===== config.mk =====
export PLATFORM = sky130hd
export DESIGN_NAME = sort_unloader
export DESIGN_NICKNAME = d
export VERILOG_FILES = /design/src/rtl/sort_unloader.sv
export SDC_FILE = /design/constraint.sdc
export NUM_CORES = 1
export LEC_CHECK = 0
export ABC_AREA = 1
export CAP_MARGIN = 25
export CORE_MARGIN = 2
export CORE_UTILIZATION = 40
export CTS_CLUSTER_DIAMETER = 40
export DETAILED_ROUTE_END_ITERATION = 12
export PLACE_DENSITY = 0.75
export SLEW_MARGIN = 25
export SYNTH_ARGS = -nofsm -noshare
export SYNTH_HDL_FRONTEND = slang
export SYNTH_SLANG_ARGS = --single-unit
export TNS_END_PERCENT = 10

===== constraint.sdc =====
create_clock -name clk -period 1.6 [get_ports clk]
set_input_delay 0.16 -clock clk [delete_from_list [all_inputs] [get_ports clk]]
set_output_delay 0.16 -clock clk [all_outputs]
set_load 0.05 [all_outputs]

===== src/rtl/sort_unloader.sv =====
`default_nettype none
// ============================================================================
//  Module   : sort_unloader
//  Purpose  : Snapshots a parallel sorter's cells when a frame ends, pulses
//             clear_o to reset the sorter, then streams the captured entries
//             head-first over a valid/ready interface.
//  Revision : 1.0 - initial release
//
//  Ports
//    clk             in   sole clock, rising edge
//    rst_n           in   synchronous active-low reset
//    cell_data_i     in   DEPTH*SORTB flattened keys, cell 0 = sort head
//    cell_metadata_i in   DEPTH*METAB flattened metadata, same indexing
//    frame_done_i    in   one-cycle end-of-frame pulse
//    count_i         in   entries pushed in the frame (sampled with frame_done_i)
//    data_o          out  streamed key
//    metadata_o      out  streamed metadata
//    valid_o         out  data_o/metadata_o valid
//    ready_i         in   downstream accept
//    last_o          out  final beat of the frame
//    clear_o         out  one-cycle sorter reset pulse
//    busy_o          out  draining
//    done_o          out  one-cycle end-of-readout pulse
//    ovf_o           out  count_i exceeded DEPTH for the current frame
//    drop_o          out  one-cycle pulse, frame_done_i discarded while busy
// ============================================================================
module sort_unloader #(
  parameter int DEPTH = 8,
  parameter int SORTB = 8,
  parameter int METAB = 32,
  parameter int CNTB  = 16
) (
  input  logic                     clk,
  input  logic                     rst_n,
  input  logic [DEPTH*SORTB-1:0]   cell_data_i,
  input  logic [DEPTH*METAB-1:0]   cell_metadata_i,
  input  logic                     frame_done_i,
  input  logic [CNTB-1:0]          count_i,
  output logic [SORTB-1:0]         data_o,
  output logic [METAB-1:0]         metadata_o,
  output logic                     valid_o,
  input  logic                     ready_i,
  output logic                     last_o,
  output logic                     clear_o,
  output logic                     busy_o,
  output logic                     done_o,
  output logic                     ovf_o,
  output logic                     drop_o
);

  // NB holds 0..DEPTH (entry count); AB addresses a shadow slot.
  localparam int NB   = $clog2(DEPTH + 1);
  localparam int AB   = $clog2(DEPTH);
  localparam int CNTW = CNTB + 1;
  localparam logic [CNTB:0] DEPTH_CNT = CNTW'(DEPTH);

  typedef enum logic [0:0] {
    IDLE  = 1'b0,
    DRAIN = 1'b1
  } state_t;

  state_t            state_q, state_d;
  logic [SORTB-1:0]  key_q  [DEPTH];
  logic [SORTB-1:0]  key_d  [DEPTH];
  logic [METAB-1:0]  meta_q [DEPTH];
  logic [METAB-1:0]  meta_d [DEPTH];
  logic [NB-1:0]     n_q, n_d;
  logic [NB-1:0]     idx_q, idx_d;
  logic [SORTB-1:0]  data_q, data_d;
  logic [METAB-1:0]  metadata_q, metadata_d;
  logic              valid_q, valid_d;
  logic              last_q, last_d;
  logic              clear_q, clear_d;
  logic              busy_q, busy_d;
  logic              done_q, done_d;
  logic              ovf_q, ovf_d;
  logic              drop_q, drop_d;

  logic              cap_ovf;
  logic [NB-1:0]     cap_n;
  logic [NB-1:0]     idx_nxt;

  // Saturated entry count for a capture in this cycle.
  assign cap_ovf = ({1'b0, count_i} > DEPTH_CNT);
  assign cap_n   = cap_ovf ? NB'(DEPTH) : count_i[NB-1:0];
  assign idx_nxt = idx_q + NB'(1);

  always_comb begin
    state_d    = state_q;
    key_d      = key_q;
    meta_d     = meta_q;
    n_d        = n_q;
    idx_d      = idx_q;
    data_d     = data_q;
    metadata_d = metadata_q;
    valid_d    = valid_q;
    last_d     = last_q;
    busy_d     = busy_q;
    ovf_d      = ovf_q;
    clear_d    = 1'b0;
    done_d     = 1'b0;
    drop_d     = 1'b0;

    if (state_q == IDLE) begin
      if (frame_done_i) begin
        for (int k = 0; k < DEPTH; k++) begin
          key_d[k]  = cell_data_i[k*SORTB +: SORTB];
          meta_d[k] = cell_metadata_i[k*METAB +: METAB];
        end
        n_d     = cap_n;
        ovf_d   = cap_ovf;
        idx_d   = '0;
        clear_d = 1'b1;
        if (cap_n == '0) begin
          // Empty frame: nothing to stream, finish immediately.
          done_d = 1'b1;
        end else begin
          // Head is presented straight from the cells so the first beat
          // appears one cycle after frame_done_i.
          state_d    = DRAIN;
          valid_d    = 1'b1;
          busy_d     = 1'b1;
          data_d     = cell_data_i[0 +: SORTB];
          metadata_d = cell_metadata_i[0 +: METAB];
          last_d     = (cap_n == NB'(1));
        end
      end
    end else begin
      // A frame end while draining (including on the final transfer edge)
      // is discarded; the sorter is not cleared.
      if (frame_done_i) begin
        drop_d = 1'b1;
      end
      if (valid_q && ready_i) begin
        if (last_q) begin
          state_d = IDLE;
          valid_d = 1'b0;
          busy_d  = 1'b0;
          last_d  = 1'b0;
          done_d  = 1'b1;
        end else begin
          idx_d      = idx_nxt;
          data_d     = key_q[idx_nxt[AB-1:0]];
          metadata_d = meta_q[idx_nxt[AB-1:0]];
          last_d     = (idx_nxt == n_q - NB'(1));
        end
      end
    end
  end

  always_ff @(posedge clk) begin
    if (!rst_n) begin
      state_q    <= IDLE;
      for (int k = 0; k < DEPTH; k++) begin
        key_q[k]  <= '0;
        meta_q[k] <= '0;
      end
      n_q        <= '0;
      idx_q      <= '0;
      data_q     <= '0;
      metadata_q <= '0;
      valid_q    <= 1'b0;
      last_q     <= 1'b0;
      clear_q    <= 1'b0;
      busy_q     <= 1'b0;
      done_q     <= 1'b0;
      ovf_q      <= 1'b0;
      drop_q     <= 1'b0;
    end else begin
      state_q    <= state_d;
      key_q      <= key_d;
      meta_q     <= meta_d;
      n_q        <= n_d;
      idx_q      <= idx_d;
      data_q     <= data_d;
      metadata_q <= metadata_d;
      valid_q    <= valid_d;
      last_q     <= last_d;
      clear_q    <= clear_d;
      busy_q     <= busy_d;
      done_q     <= done_d;
      ovf_q      <= ovf_d;
      drop_q     <= drop_d;
    end
  end

  assign data_o     = data_q;
  assign metadata_o = metadata_q;
  assign valid_o    = valid_q;
  assign last_o     = last_q;
  assign clear_o    = clear_q;
  assign busy_o     = busy_q;
  assign done_o     = done_q;
  assign ovf_o      = ovf_q;
  assign drop_o     = drop_q;

endmodule
`default_nettype wire


-- After elaboration in Yosys (flattened, before gate mapping)
Cells that the tools add are included.
- bitwise operators: 3
- add/sub/neg operators: 2
- reductions and logical operators: 10
- equal/unequal tests: 6
- mux-type cells: 42
- $lt $le $gt $ge: 2
- operator list (cell ; number):
    $mux W32 ; 7
    $bmux W32 S3 ; 1
    $mux W8 ; 7
    $bmux W8 S3 ; 1
    $mux W1 ; 21
    $mux W4 ; 5
    $gt A16 B4 Y1 const B ; 1
    $reduce_and A4 Y1 ; 2
    $reduce_and A3 Y1 ; 2
    $add A4 B1 Y4 const B ; 1
    $eq A4 B1 Y1 const B ; 1
    $eq A4 B4 Y1 ; 1
    $ge A4 B4 Y1 const B ; 1
    $logic_not A4 Y1 ; 1
    $ne A2 B1 Y1 const B ; 2
    $ne A2 B2 Y1 const B ; 2
    $not A3 Y4 ; 1
    $reduce_and A2 Y1 ; 2
    $sub A4 B1 Y4 const B ; 1
    $not A1 Y1 ; 2
    $reduce_bool A2 Y1 ; 1
    $reduce_or A2 Y1 ; 1
    $logic_and A1 B1 Y1 ; 1
- flip-flop bits (word level): 375
- input port bits: 340
- output and inout port bits: 47
- word-level logic and storage cells: 92

-- Logic depth before layout (Yosys ltp)
- depth in word-level cells: 8
- depth in mapped cells: 12
- depth with buffers taken out: 12

-- Worst setup path before layout
OpenSTA, ideal clock, no wires.
- kind: register to register
- start point: register idx_q[0]
- end point: register metadata_q[18] (netlist: metadata_o[18])
- period minus slack after synthesis: 1.614 ns
- cell stages (with the launch flop): 11
- required time: 1.536 ns
- setup time: 0.064 ns
- arrival: 1.550 ns
- slack: -0.014 ns
- cells stage by stage: dfxtp_1 ha_1 inv_2 buf_4 clkbuf_1 nand2_1 nand3_1 nand3_1 nand2_1 nor2_1 nor2_1
- longest elaborated chain between the ends: 8
- ends and longest elaborated chain (element ; RTL line ; text):
    from (decl) ; 68 ; logic [NB-1:0] idx_q, idx_d;
    from (signal assigned) ; 174 ; idx_q <= idx_d;
    $add A4 B1 Y4 ; 86 ; assign idx_nxt = idx_q + NB'(1);
    $not A3 Y4 (implied by the code) ; 144 ; metadata_d = meta_q[idx_nxt[AB-1:0]];
    $bmux W32 S3 ; 144 ;
    $mux W32 (implied by the code) (2 in a row) ; 144 ;
    $mux W32 ; 135 ; if (last_q) begin
    $mux W32 ; 134 ; if (valid_q && ready_i) begin
    $mux W32 ; 104 ; if (state_q == IDLE) begin
    to (signal assigned) ; 176 ; metadata_q <= metadata_d;
    to (decl) ; 70 ; logic [METAB-1:0] metadata_q, metadata_d;
No other way between the ends. The select of a mux whose other input is x is not followed.
A chain may end at the register's enable or synchronous reset.

-- Worst setup path in the final report
- start point: register idx_q[0]
- end point: register metadata_q[22] (netlist: metadata_o[22])
Same word-level chain as after synthesis.

==> impl_metrics.sql <==
INSERT INTO impl_metrics (metric_group, metric, value, unit) VALUES
('yosys', 'ys_seq_area_share', '44.2', '%'),
('yosys', 'post_synth_main_area_contributors', 'sky130_fd_sc_hd__dfxtp_1 (44%), sky130_fd_sc_hd__nand2_1 (11%), sky130_fd_sc_hd__o21ai_0 (10%)', ''),
('sta', 'report.final.hold_viol_count', '0', ''),
('yosys', 'yosys.area.top_type_share', '44.2', '%'),
('yosys', 'yosys_register_bits', '375', ''),
('layout', 'finish.instance_area', '24500', 'sq um'),
('cts', 'clk_latency', '0.60', 'ns'),
('global_route', 'grt_overflow', '0', ''),
('yosys', 'synth_adder_area_share', '0.147', '%'),
('floorplanning', 'die_h', '210', 'microns'),
('floorplanning', 'dieArea', '44100', 'sq um'),
('sta', 'max_slew_headroom_at_the_worst_pin', '59.5', '%'),
('sta', 'whs', '0.148', 'ns'),
('yosys', 'basic_gate_share_of_the_synthesized_area_counting_and_or_nand_and_nor_cells', '25.2', '%'),
('worst_setup_path', 'timing.critical_path.fanout_max', '26', ''),
('cts', 'cts_max_level', '2', ''),
('yosys', 'synth_top_family_by_area', 'simple AND/OR/NAND/NOR gates', ''),
('sta', 'max_freq', '0.589', 'GHz'),
('global_route', 'met1_usage', '32.0', '%'),
('worst_setup_path', 'cp_data_arrival_time', '2.19', 'ns'),
('sta', 'setup_viol_count_final', '33', ''),
('yosys', 'synth.area.mux_share', '0', '%'),
('yosys', 'syn_area_per_cell', '6.73', 'sq um'),
('routing', 'drt_drc_violations_left', '0', ''),
('floorplanning', 'io-pin-count', '387', ''),
('worst_setup_path', 'crit_required', '2.09', 'ns'),
('worst_setup_path', 'reg2regPathDepth', '9', ''),
('worst_setup_path', 'cp-startpoint', 'idx_q[0]', ''),
('placed_design', 'io_buffers', '386', ''),
('global_route', 'grt_first_pass_wirelength', '93000', 'microns'),
('yosys', 'synth_flop_cell', 'sky130_fd_sc_hd__dfxtp_1', ''),
('flow_run', 'maxCapViolCount', '0', ''),
('power_and_ir_drop', 'worst_ir_drop_vdd', '784', 'uV'),
('routing', 'wl', '61700', 'microns'),
('outcome', 'violated_checks', 'negative setup slack', ''),
('routing', 'vias_per_instance', '5.15', ''),
('yosys', 'synth_compound_gate_area_share', '18.8', '%'),
('placed_design', 'detailed_place_hpwl', '42500', 'microns'),
('worst_setup_path', 'cp-start-kind', 'register', ''),
('yosys', 'post_synth_instance_area', '17000', 'sq um'),
('sta', 'number_of_max_slew_violations_in_the_final_report', '0', ''),
('power_and_ir_drop', 'power.static_leakage', '10.5', 'nW'),
('global_route', 'global_route_met3_utilization', '4.51', '%'),
('cts', 'numCtsBuffers', '60', ''),
('routing', 'drtIter0Drc', '1301', ''),
('yosys', 'ys_types', '26', ''),
('yosys', 'synth.most_common_cell', 'sky130_fd_sc_hd__nand2_1', ''),
('sta', 'tightestPinTransition', '0.608', 'ns'),
('worst_setup_path', 'timing.setup.critical_path_class', 'reg -> reg', ''),
('outcome', 'run_status', 'complete, but fails checks', ''),
('floorplanning', 'initial_utilization', '40.5', '%'),
('routing', 'antenna_violating_nets_post_route', '0', ''),
('sta', 'final.setup.worst_slack', '-0.0980', 'ns'),
('placed_design', 'dp.cells', '3368', ''),
('routing', 'vias', '18100', ''),
('global_route', 'number_of_antenna_violations_at_the_first_check_in_global_routing', '18', ''),
('global_route', 'groute.layer.met2.usage', '45.9', '%'),
('worst_hold_path', 'hold_path.startpoint', 'cell_metadata_i[100]', ''),
('global_route', 'first_global_vias', '17700', ''),
('yosys', 'synth_fp_nets', '2865', ''),
('yosys', 'synth_xor_area_share', '0', '%'),
('layout', 'design.final.nets', '3251', ''),
('worst_setup_path', 'crit_path_capture_type', 'register', ''),
('yosys', 'synthTopCellsByCount', 'sky130_fd_sc_hd__nand2_1 (495), sky130_fd_sc_hd__dfxtp_1 (375), sky130_fd_sc_hd__nor2_1 (351)', ''),
('cts', 'tritoncts_clock_tree', 'done', ''),
('worst_hold_path', 'worst_hold_path.num_cells', '3', ''),
('global_route', 'top_usage_layer', 'met2', ''),
('layout', 'final.fill_count', '3768', ''),
('power_and_ir_drop', 'fin_total_pwr', '29.4', 'mW'),
('power_and_ir_drop', 'power_density', '1200', 'nW/um^2'),
('cts', 'clock_sinks', '375', '');
area by class of cell:
type | count | area, sq um | share of cell area [%]
well taps | 539 | 674 | 2.75
clock buffers | 73 | 1690 | 6.91
clock inverters | 40 | 488 | 1.99
diodes | 12 | 30.0 | 0.123
flip-flops and latches | 375 | 7510 | 30.6
inverters | 289 | 1100 | 4.51
multi-input cells | 1669 | 7710 | 31.5
repair buffers | 514 | 5300 | 21.6
through the flow:
step / util, % / setup slack, ns
after global routing: 58.4 / -0.158
after floorplan: - / 0.0262
final: 58.4 / -0.0980
after detailed placement: 51.8 / -0.283
after global placement: 51.8 / -0.224
after CTS: 57.7 / -0.0655
sequential cells by signal, summed over array words and instances (netlist names), 4 cells and up:
register and cells:
key_q 64, idx_q 4, meta_q 256, metadata_o 32, data_o 8, n_q 4
cell families after synthesis:
kind of cell / Yosys count
buf+inv: 479
compound gates: 610
fa+ha+maj: 2
simple gates: 1057
flops: 375
what timing repair did:
action                     CTS  global route
buffers inserted             5             6
setup endpoints to repair   40            41
gates resized for setup     42            26
gates cloned                 1             5
hold endpoints to repair    16            16
pin swaps                    9            15
layer usage:
metal  up-vias  routed length, microns
li1       8862                       -
met1      8350                   24700
met2       692                   30100
met3       153                    4010
met4         8                    2850
met5         -                      48
worst max-delay path, cell delays in order, from the launching register on:
cell and delay [ns]:
sky130_fd_sc_hd__dfxtp_4 0.36, sky130_fd_sc_hd__ha_4 0.36, sky130_fd_sc_hd__inv_8 0.07, sky130_fd_sc_hd__buf_12 0.17
sky130_fd_sc_hd__nand3_1 0.14, sky130_fd_sc_hd__nand3_2 0.16, sky130_fd_sc_hd__nand3_1 0.13, sky130_fd_sc_hd__nand2_1 0.06
sky130_fd_sc_hd__nor2_1 0.08, sky130_fd_sc_hd__nor2_1 0.04
report_power, final:
group	internal (mW)	switching (mW)
Clock	8.77	4.98
Sequential	10.2	0.343
Combinational	2.15	2.97
placed cells by master (no fill, tap or decap), types with 7 or more instances in the layout:
| cell type | instances |
|---|---|
| sky130_fd_sc_hd__diode_2 | 12 |
| sky130_fd_sc_hd__inv_6 | 11 |
| sky130_fd_sc_hd__nand3_2 | 31 |
| sky130_fd_sc_hd__o21ai_0 | 343 |
| sky130_fd_sc_hd__buf_4 | 128 |
| sky130_fd_sc_hd__nor2_1 | 347 |
| sky130_fd_sc_hd__nand2_1 | 489 |
| sky130_fd_sc_hd__nand3_1 | 164 |
| sky130_fd_sc_hd__o31ai_1 | 15 |
| sky130_fd_sc_hd__clkbuf_8 | 10 |
| sky130_fd_sc_hd__a21oi_1 | 214 |
| sky130_fd_sc_hd__clkbuf_16 | 67 |
| sky130_fd_sc_hd__o211ai_1 | 33 |
| sky130_fd_sc_hd__inv_1 | 284 |
| sky130_fd_sc_hd__clkdlybuf4s50_1 | 338 |
| sky130_fd_sc_hd__buf_12 | 30 |
| sky130_fd_sc_hd__dfxtp_1 | 373 |
| sky130_fd_sc_hd__clkinv_4 | 10 |
| sky130_fd_sc_hd__nand4_1 | 7 |
| sky130_fd_sc_hd__bufinv_16 | 7 |
how the worst max path moves through the flow:
stage | slack [ns] | cells after the start | end
after detailed placement | -0.28 | 10 | metadata_o[9]
after global placement | -0.22 | 10 | metadata_o[17]
after floorplan | 0.03 | 10 | data_o[0]
final | -0.1 | 9 | metadata_o[22]
after global routing | -0.16 | 11 | last_o
after CTS | -0.07 | 9 | metadata_o[23]
Power figures use the tool's default switching activity.
